**src/rtl/washer_pkg.sv**
```systemverilog
// Shared level-state and band types plus default
// sensor thresholds for the washer sensor path.
package washer_pkg;

   typedef enum logic [1:0] {
      LS_UNKNOWN,
      LS_EMPTY,
      LS_MID,
      LS_FULL
   } lvl_state_t;

   typedef enum logic [1:0] {
      BAND_LOW,
      BAND_MID,
      BAND_HIGH
   } band_t;

   localparam int DEF_LEVEL_W        = 8;
   localparam int DEF_EMPTY_ON       = 10;
   localparam int DEF_EMPTY_OFF      = 25;
   localparam int DEF_FULL_OFF       = 180;
   localparam int DEF_FULL_ON        = 200;
   localparam int DEF_LVL_QUAL       = 3;
   localparam int DEF_DEB_CYCLES     = 4;
   localparam int DEF_SAMPLE_TIMEOUT = 64;

   function automatic lvl_state_t band_state(
      input band_t b
   );
      case (b)
         BAND_LOW:  return LS_EMPTY;
         BAND_HIGH: return LS_FULL;
         default:   return LS_MID;
      endcase
   endfunction

endpackage

```
**src/rtl/sensor_debounce.sv**
```systemverilog
// Counter debounce for a single raw switch; the output
// flips after DEB_CYCLES consecutive disagreeing cycles.
module sensor_debounce #(
   parameter int   DEB_CYCLES = 4,
   parameter logic RST_VAL    = 1'b0
) (
   input  logic clk,
   input  logic rstn,
   input  logic raw,
   output logic deb
);

   localparam int CW = $clog2(DEB_CYCLES + 1);

   logic [CW-1:0] cnt;

   always_ff @(posedge clk) begin
      if (!rstn) begin
         cnt <= '0;
         deb <= RST_VAL;
      end else if (raw == deb) begin
         cnt <= '0;
      end else if (cnt == CW'(DEB_CYCLES - 1)) begin
         cnt <= '0;
         deb <= ~deb;
      end else begin
         cnt <= cnt + CW'(1);
      end
   end

endmodule

```
**src/rtl/washer_sensor_cond.sv**
```systemverilog
// Level band FSM with sample qualification, stall
// watchdog and debounced door/dry switches.
module washer_sensor_cond
   import washer_pkg::*;
#(
   parameter int LEVEL_W        = DEF_LEVEL_W,
   parameter int EMPTY_ON       = DEF_EMPTY_ON,
   parameter int EMPTY_OFF      = DEF_EMPTY_OFF,
   parameter int FULL_OFF       = DEF_FULL_OFF,
   parameter int FULL_ON        = DEF_FULL_ON,
   parameter int LVL_QUAL       = DEF_LVL_QUAL,
   parameter int DEB_CYCLES     = DEF_DEB_CYCLES,
   parameter int SAMPLE_TIMEOUT = DEF_SAMPLE_TIMEOUT
) (
   input  logic               clk,
   input  logic               rstn,
   input  logic [LEVEL_W-1:0] level_raw,
   input  logic               level_valid,
   input  logic               door_raw,
   input  logic               dry_raw,
   input  logic               clear_fault,
   output logic               water_full,
   output logic               drained,
   output logic               door_open,
   output logic               dry_sensor,
   output logic               sensor_fault
);

   localparam int QW = $clog2(LVL_QUAL + 1);
   localparam int WW = $clog2(SAMPLE_TIMEOUT + 1);

   localparam logic [LEVEL_W-1:0] E_ON  = LEVEL_W'(EMPTY_ON);
   localparam logic [LEVEL_W-1:0] E_OFF = LEVEL_W'(EMPTY_OFF);
   localparam logic [LEVEL_W-1:0] F_OFF = LEVEL_W'(FULL_OFF);
   localparam logic [LEVEL_W-1:0] F_ON  = LEVEL_W'(FULL_ON);

   lvl_state_t    state, state_d;
   lvl_state_t    tgt, tgt_d;
   lvl_state_t    exit_tgt;
   band_t         band;
   logic          exit_hit;
   logic [QW-1:0] qcnt, qcnt_d, qn;
   logic [WW-1:0] wd, wd_d;
   logic          timeout;

   always_comb begin
      band = BAND_MID;
      if (level_raw <= E_ON)
         band = BAND_LOW;
      else if (level_raw >= F_ON)
         band = BAND_HIGH;
   end

   always_comb begin
      exit_hit = 1'b0;
      exit_tgt = state;
      unique case (state)
         LS_UNKNOWN: begin
            exit_hit = 1'b1;
            exit_tgt = band_state(band);
         end
         LS_EMPTY: begin
            if (level_raw > E_OFF) begin
               exit_hit = 1'b1;
               exit_tgt = LS_MID;
            end
         end
         LS_MID: begin
            if (band == BAND_LOW) begin
               exit_hit = 1'b1;
               exit_tgt = LS_EMPTY;
            end else if (band == BAND_HIGH) begin
               exit_hit = 1'b1;
               exit_tgt = LS_FULL;
            end
         end
         LS_FULL: begin
            if (level_raw < F_OFF) begin
               exit_hit = 1'b1;
               exit_tgt = LS_MID;
            end
         end
      endcase
   end

   always_comb begin
      wd_d = wd;
      if (level_valid)
         wd_d = '0;
      else if (wd != WW'(SAMPLE_TIMEOUT))
         wd_d = wd + WW'(1);
      timeout = (wd_d == WW'(SAMPLE_TIMEOUT));
   end

   // A target change restarts the run at 1, not 0.
   always_comb begin
      state_d = state;
      tgt_d   = tgt;
      qcnt_d  = qcnt;
      qn      = (tgt == exit_tgt) ? qcnt + QW'(1) : QW'(1);
      if (level_valid) begin
         if (exit_hit) begin
            tgt_d = exit_tgt;
            if (qn == QW'(LVL_QUAL)) begin
               state_d = exit_tgt;
               qcnt_d  = '0;
            end else begin
               qcnt_d = qn;
            end
         end else begin
            qcnt_d = '0;
         end
      end
      if (timeout) begin
         state_d = LS_UNKNOWN;
         qcnt_d  = '0;
      end
   end

   always_ff @(posedge clk) begin
      if (!rstn) begin
         state        <= LS_UNKNOWN;
         tgt          <= LS_UNKNOWN;
         qcnt         <= '0;
         wd           <= '0;
         water_full   <= 1'b0;
         drained      <= 1'b0;
         sensor_fault <= 1'b0;
      end else begin
         state        <= state_d;
         tgt          <= tgt_d;
         qcnt         <= qcnt_d;
         wd           <= wd_d;
         water_full   <= (state_d == LS_FULL);
         drained      <= (state_d == LS_EMPTY);
         sensor_fault <= timeout |
                         (sensor_fault & ~clear_fault);
      end
   end

   sensor_debounce #(
      .DEB_CYCLES (DEB_CYCLES),
      .RST_VAL    (1'b1)
   ) u_door (
      .clk  (clk),
      .rstn (rstn),
      .raw  (door_raw),
      .deb  (door_open)
   );

   sensor_debounce #(
      .DEB_CYCLES (DEB_CYCLES),
      .RST_VAL    (1'b0)
   ) u_dry (
      .clk  (clk),
      .rstn (rstn),
      .raw  (dry_raw),
      .deb  (dry_sensor)
   );

endmodule

```
**config.mk**
```make
export PLATFORM = sky130hd
export DESIGN_NAME = washer_sensor_cond
export DESIGN_NICKNAME = d
export VERILOG_FILES = /design/src/rtl/washer_pkg.sv /design/src/rtl/sensor_debounce.sv /design/src/rtl/washer_sensor_cond.sv
export SDC_FILE = /design/constraint.sdc
export NUM_CORES = 1
export LEC_CHECK = 0
export ABC_AREA = 1
export CORE_ASPECT_RATIO = 0.9
export CORE_MARGIN = 3
export CORE_UTILIZATION = 40
export CTS_BUF_LIST = sky130_fd_sc_hd__clkbuf_16
export CTS_CLUSTER_SIZE = 40
export DETAILED_ROUTE_END_ITERATION = 8
export PLACE_DENSITY = 0.63
export SYNTH_ARGS = -nofsm -noshare
export SYNTH_HDL_FRONTEND = slang
export SYNTH_SLANG_ARGS = --single-unit
```
**constraint.sdc**
```tcl
create_clock -name clk -period 1.9 [get_ports clk]
set_clock_uncertainty 0.05 [all_clocks]
set_input_delay 0.475 -clock clk [delete_from_list [all_inputs] [get_ports clk]]
set_output_delay 0.475 -clock clk [all_outputs]
set_load 0.1 [all_outputs]
```
# Word-level counts from Yosys, hierarchy flattened
# Cells that the tools add are included.
word_totals:
  inputBits: 14
  word_cells: 71
  regBits: 24
  output_inout_bits: 5
classes:
  bitwise_logic: 8
  n_mux: 22
  magnitude_cmp: 4
  n_eq_ne: 14
  n_reduce_logical: 8
  n_addsub: 4
op_table:
  columns: ["op", "count"]
  rows:
  - ["two-way mux 2 bit", 13]
  - ["two-way mux 7 bit", 2]
  - ["== test 2 bit, second input constant", 5]
  - [">= comparator 8 bit, second input constant", 1]
  - ["> comparator 8 x 5 -> 1 bit, second input constant", 1]
  - ["<= comparator 8 x 4 -> 1 bit, second input constant", 1]
  - ["< comparator 8 bit, second input constant", 1]
  - ["case mux 2 bit (4 select lines)", 1]
  - ["adder 7 x 1 -> 7 bit, second input constant", 1]
  - ["== test 7 bit, second input constant", 1]
  - ["!= test 7 bit, second input constant", 1]
  - ["adder 3 x 1 -> 3 bit, second input constant", 2]
  - ["== test 3 x 2 -> 1 bit, second input constant", 2]
  - ["inverter 1 bit", 6]
  - ["AND reduction 2 bit", 3]
  - ["OR reduction 3 bit", 2]
  - ["== test 2 x 1 -> 1 bit, second input constant", 2]
  - ["zero test 2 bit", 2]
  - ["two-way mux 1 bit", 4]
  - ["case mux 1 bit (4 select lines)", 1]
  - ["case mux 2 bit (2 select lines)", 1]
  - ["adder 2 x 1 -> 2 bit, second input constant", 1]
  - ["== test 1 bit", 2]
  - ["== test 2 bit", 1]
  - ["other kinds (3)", 3]

# Logic depth before layout (Yosys ltp)
depth:
  word_depth: 15
  depth_mapped: 15

# Modules after synthesis
# Synthesis repeated with hierarchy kept, for this count alone.
hier_totals:
  cells_unflattened: 187
  hier_area_um2: 1365.1
by_module_without_submodules:
  columns: ["mod", "cells_per_inst", "seq_area_each_um2", "instances", "area_each_um2"]
  rows:
  - ["washer_sensor_cond", 147, 320.3, 1, 1024.7]
  - ["sensor_debounce (u_dry)", 20, 80.1, 1, 171.4]
  - ["sensor_debounce (u_door)", 20, 80.1, 1, 168.9]

# Worst setup path before layout
# No wires, ideal clock.
synth_timing:
  path_type: "input to register"
  from: "in level_raw[5]"
  to: "reg drained"
  t_arrival_ps: 1500
  required_time_ps: 1738
  setup_slack_ps: 237
  setup_ps: 112
  n_path_buf: 0
  cell_stages: 12
  cell_sequence: "inv_2 > nand2_1 > o21bai_1 > nand2_1 > nand2_1 > nand3_2 > nand3b_1 > nand3b_4 > nor2_4 > nand3_1 > nand3_2 > nor2_2"
synth_between:
  elab_chain_cells: 15
  word_cells_on_any_way: 27
synth_rtl:
  columns: ["item", "line", "text"]
  rows:
  - ["from (decl)", "washer_sensor_cond.sv:17", "input logic [LEVEL_W-1:0] level_raw,"]
  - [">= comparator 8 bit", "washer_sensor_cond.sv:50", "else if (level_raw >= F_ON)"]
  - ["two-way mux 2 bit", "washer_sensor_cond.sv:50", null]
  - ["two-way mux 2 bit", "washer_sensor_cond.sv:48", "if (level_raw <= E_ON)"]
  - ["== test 2 bit", "washer_pkg.sv:30, washer_sensor_cond.sv:72", null]
  - ["two-way mux 2 bit", "washer_sensor_cond.sv:72", "end else if (band == BAND_HIGH) begin"]
  - ["two-way mux 2 bit", "washer_sensor_cond.sv:69", "if (band == BAND_LOW) begin"]
  - ["case mux 2 bit (4 select lines)", "washer_sensor_cond.sv:57", "unique case (state)"]
  - ["== test 2 bit", "washer_sensor_cond.sv:100", "qn = (tgt == exit_tgt) ? qcnt + QW'(1) : QW'(1);"]
  - ["two-way mux 2 bit", "washer_sensor_cond.sv:100", null]
  - ["== test 2 bit", "washer_sensor_cond.sv:104", "if (qn == QW'(LVL_QUAL)) begin"]
  - ["two-way mux 2 bit", "washer_sensor_cond.sv:104", null]
  - ["two-way mux 2 bit (*)", "washer_sensor_cond.sv:102", "if (exit_hit) begin"]
  - ["two-way mux 2 bit (*)", "washer_sensor_cond.sv:101", "if (level_valid) begin"]
  - ["two-way mux 2 bit (*)", "washer_sensor_cond.sv:114", "if (timeout) begin"]
  - ["== test 2 x 1 -> 1 bit (*)", "washer_sensor_cond.sv:135", "drained <= (state_d == LS_EMPTY);"]
  - ["to (signal assigned)", "washer_sensor_cond.sv:135", null]
  - ["to (decl)", "washer_sensor_cond.sv:23", "output logic drained,"]
# Every way passes the cells marked *; elsewhere a longest branch is shown, timed or not.
# A chain may end at the register's enable or synchronous reset.

# Worst setup path in the final report
layout_timing:
  from: "reg wd[1]"
  to: "reg drained"
layout_between:
  elab_chain_cells: 6
  word_cells_on_any_way: 7
layout_rtl:
  columns: ["item", "line", "text"]
  rows:
  - ["from (decl)", "washer_sensor_cond.sv:43", "logic [WW-1:0] wd, wd_d;"]
  - ["from (signal assigned)", "washer_sensor_cond.sv:133", "wd <= wd_d;"]
  - ["adder 7 x 1 -> 7 bit / != test 7 bit (equally long branches)", "washer_sensor_cond.sv:91, washer_sensor_cond.sv:90", null]
  - ["two-way mux 7 bit (*)", "washer_sensor_cond.sv:90", "else if (wd != WW'(SAMPLE_TIMEOUT))"]
  - ["two-way mux 7 bit (*)", "washer_sensor_cond.sv:88", "if (level_valid)"]
  - ["== test 7 bit (*)", "washer_sensor_cond.sv:92", "timeout = (wd_d == WW'(SAMPLE_TIMEOUT));"]
  - ["two-way mux 2 bit (*)", "washer_sensor_cond.sv:114", null]
  - ["== test 2 x 1 -> 1 bit (*)", "washer_sensor_cond.sv:135", null]
# Marked as above.

==> results_dict.tcl <==
set metrics [dict create \
    via_per_inst 4.80 \
    post-synth-top-count-cell "nand2_1" \
    worstSkewPairLatency_ns 0.25 \
    drt_iter0_markers 44 \
    postRouteAntennaNets 0 \
    gp_congestion 0.887 \
    finalCritPeriodShare_pct 98.0 \
    fin_util_pct 65.0 \
    grt_max_degree 15 \
    pin_count 19 \
    instances_no_fill 255 \
    core_area_um2 2880 \
    p_leak_nw 0.846 \
    finalPower_mw 1.30 \
    start_kind "flop" \
    fmax_mhz 537 \
    ys_ff_latch 24 \
    hp-class "flop to flop" \
    fin_crit_ns 1.86 \
    path_max_fanout 5 \
    syn_nets 195 \
    root_buffer "clkbuf_16" \
    first_pass_iters 4 \
    n_antenna_cell 0 \
    seqCellArea_um2 488 \
    drc 0 \
    avgSynthCellArea_um2 7.19 \
    areaGrowthSynthToFinish_pct 49.1 \
    antenna_found_initial 0 \
    place_inst 247 \
    slew_viol_final 0 \
    fin_tns_setup_ns 0 \
    yosys-top-cells-area "dfxtp_1, nand2_1, nor2_1" \
    gr-total-overflow 0 \
    track_usage_pct 16.1 \
    required_ns 2.05 \
    drive_above_1_share_pct 32.6 \
    vdd_drop_max_mv 0.726 \
    cp-end-kind "flop" \
    grt_pass1_vias 1220 \
    final_cell_area_um2 1870 \
    relSlewSlack_pct 80.8 \
    hold_buffers 0 \
    synth_edf_count 0 \
    wire_per_inst_um 11.5 \
    placed_cell_area_um2 1640 \
    drv_cap 0 \
    synth_cell_types 26 \
    synth_cells 175 \
    cts_buffer_depth 2 \
    grt_pass1_wl_mm 4.91 \
    cts_max_level 1 \
    critPathKind "flop to flop" \
    yosysTopAreaCellShare_pct 38.2 \
    status "finished, final reports clean" \
    core.rowCount 18 \
    cts-buffers-inserted 3 \
    clkTransAtPathRegs_ns 0.06 \
    worst_pin_slew_ns 0.288 \
    die_area_um2 3850 \
    async_flop_share_pct 0 \
    cts.sinks 24 \
    arrival_ns 2.01 \
    nNetsFinal 236 \
    initial_core_util_pct 43.6 \
    routed_wl_mm 2.94 \
    synth_area_um2 1260 \
    setup_violations 0 \
    ys_seq_area_share_pct 38.2 \
    final_hold_viol_count 0 \
    num-fill-cells 272 \
    dr_total_vias 1225 \
    p_per_area_nw_per_um2 696 \
    synthFlopType "dfxtp_1" \
    dp_hpwl_mm 2.11 \
    die-height_um 59.2 \
    die_x_um 65.1 \
    yosys.area.top_type "dfxtp_1" \
    cts_tree "done" \
    yosysWarnings 0 \
    multi_input_area_um2 773 \
    portBuffers 18 \
    yosys-top-cells-count "nand2_1, nor2_1, dfxtp_1" \
]
placed cells by master (no fill, tap or decap), types with 3 or more instances in the layout:
| cell | n |
|---|---|
| inv_2 | 6 |
| xnor2_1 | 3 |
| o21ai_0 | 4 |
| nor2_2 | 3 |
| clkbuf_16 | 3 |
| clkbuf_2 | 4 |
| buf_4 | 17 |
| inv_1 | 20 |
| clkdlybuf4s15_1 | 3 |
| nand3_2 | 7 |
| o21ai_1 | 3 |
| ha_1 | 4 |
| nand2_1 | 24 |
| clkdlybuf4s50_1 | 5 |
| nand2_2 | 7 |
| nand3_1 | 11 |
| nor2_1 | 23 |
| a21oi_1 | 11 |
| dfxtp_1 | 22 |
| buf_12 | 5 |
critical path, cell delays in order (launching register included):
cell and delay [ns]:
dfxtp_4 0.36, inv_2 0.09, ha_4 0.14, nand4_1 0.22, nand3_2 0.18, nand3_2 0.09
a21oi_2 0.13, nand4_2 0.16, buf_6 0.16, nand2_1 0.08, nor2_2 0.06, nor2_2 0.07
kinds of logic after synthesis:
group,count (synthesis),share of synthesized area [%]
AO/OA/AOI/OAI,25,10.7
XOR/XNOR,4,2.79
adder cells (fa/ha/maj),6,5.97
buffers and inverters,29,8.66
flip-flops,24,38.2
AND/OR/NAND/NOR,87,33.6
path summary, 6_finish.rpt:
path | slack (ns) | to | depth (start not counted) | startpoint
worst min register to register | 0.37 | u_door.cnt[0]$_SDFF_PP0_ | 1 | u_door.cnt[0]$_SDFF_PP0_
worst max register to register | 0.04 | drained$_SDFF_PN0_ | 11 | wd[1]$_SDFF_PN0_
worst min-delay path | 0.37 | u_door.cnt[0]$_SDFF_PP0_ | 1 | u_door.cnt[0]$_SDFF_PP0_
worst max-delay path | 0.04 | drained$_SDFF_PN0_ | 11 | wd[1]$_SDFF_PN0_
power breakdown:
group	internal, mW	switching, mW	total, mW
Sequential	0.517	0.0142	0.531
Combinational	0.0807	0.0968	0.178
Clock	0.418	0.177	0.596
Total	1.02	0.288	1.30
per-layer routing:
layer	part of all wire [%]	GRT usage [%]	vias up
met5	0	0	-
li1	-	-	647
met3	3.3	3.80	2
met4	0.48	4.73	0
met1	46	20.3	554
met2	51	27.7	22
repair_timing:
action	CTS	global route
cloned	0	0
endpoints found under the setup margin	6	7
pin swaps	11	23
buffers inserted	1	3
resized for setup	14	41
area by class of cell:
class,instances,area share [%]
Inverter,29,5.87
Sequential cell,24,26.0
Timing Repair Buffer,36,18.6
Tap cell,40,2.67
Clock buffer,3,4.01
Multi-Input combinational cell,122,41.3
Clock inverter,1,1.60
metrics by stage:
| stage | setup WS, ns | hold slack, ns |
|---|---|---|
| after floorplan | 0.237 | 0.349 |
| after global placement | -0.317 | 0.357 |
| after detailed placement | -0.379 | 0.370 |
| after CTS | 0.00818 | 0.379 |
| after global routing | -0.0645 | 0.400 |
| final | 0.0385 | 0.370 |
registers in the layout, indices dropped and copies added, names as in the netlist, 2 cells and up:
register,flops
u_dry.cnt,3
tgt,2
state,2
u_door.cnt,3
qcnt,2
wd,7
No activity file was read; power rests on OpenSTA's default activity.
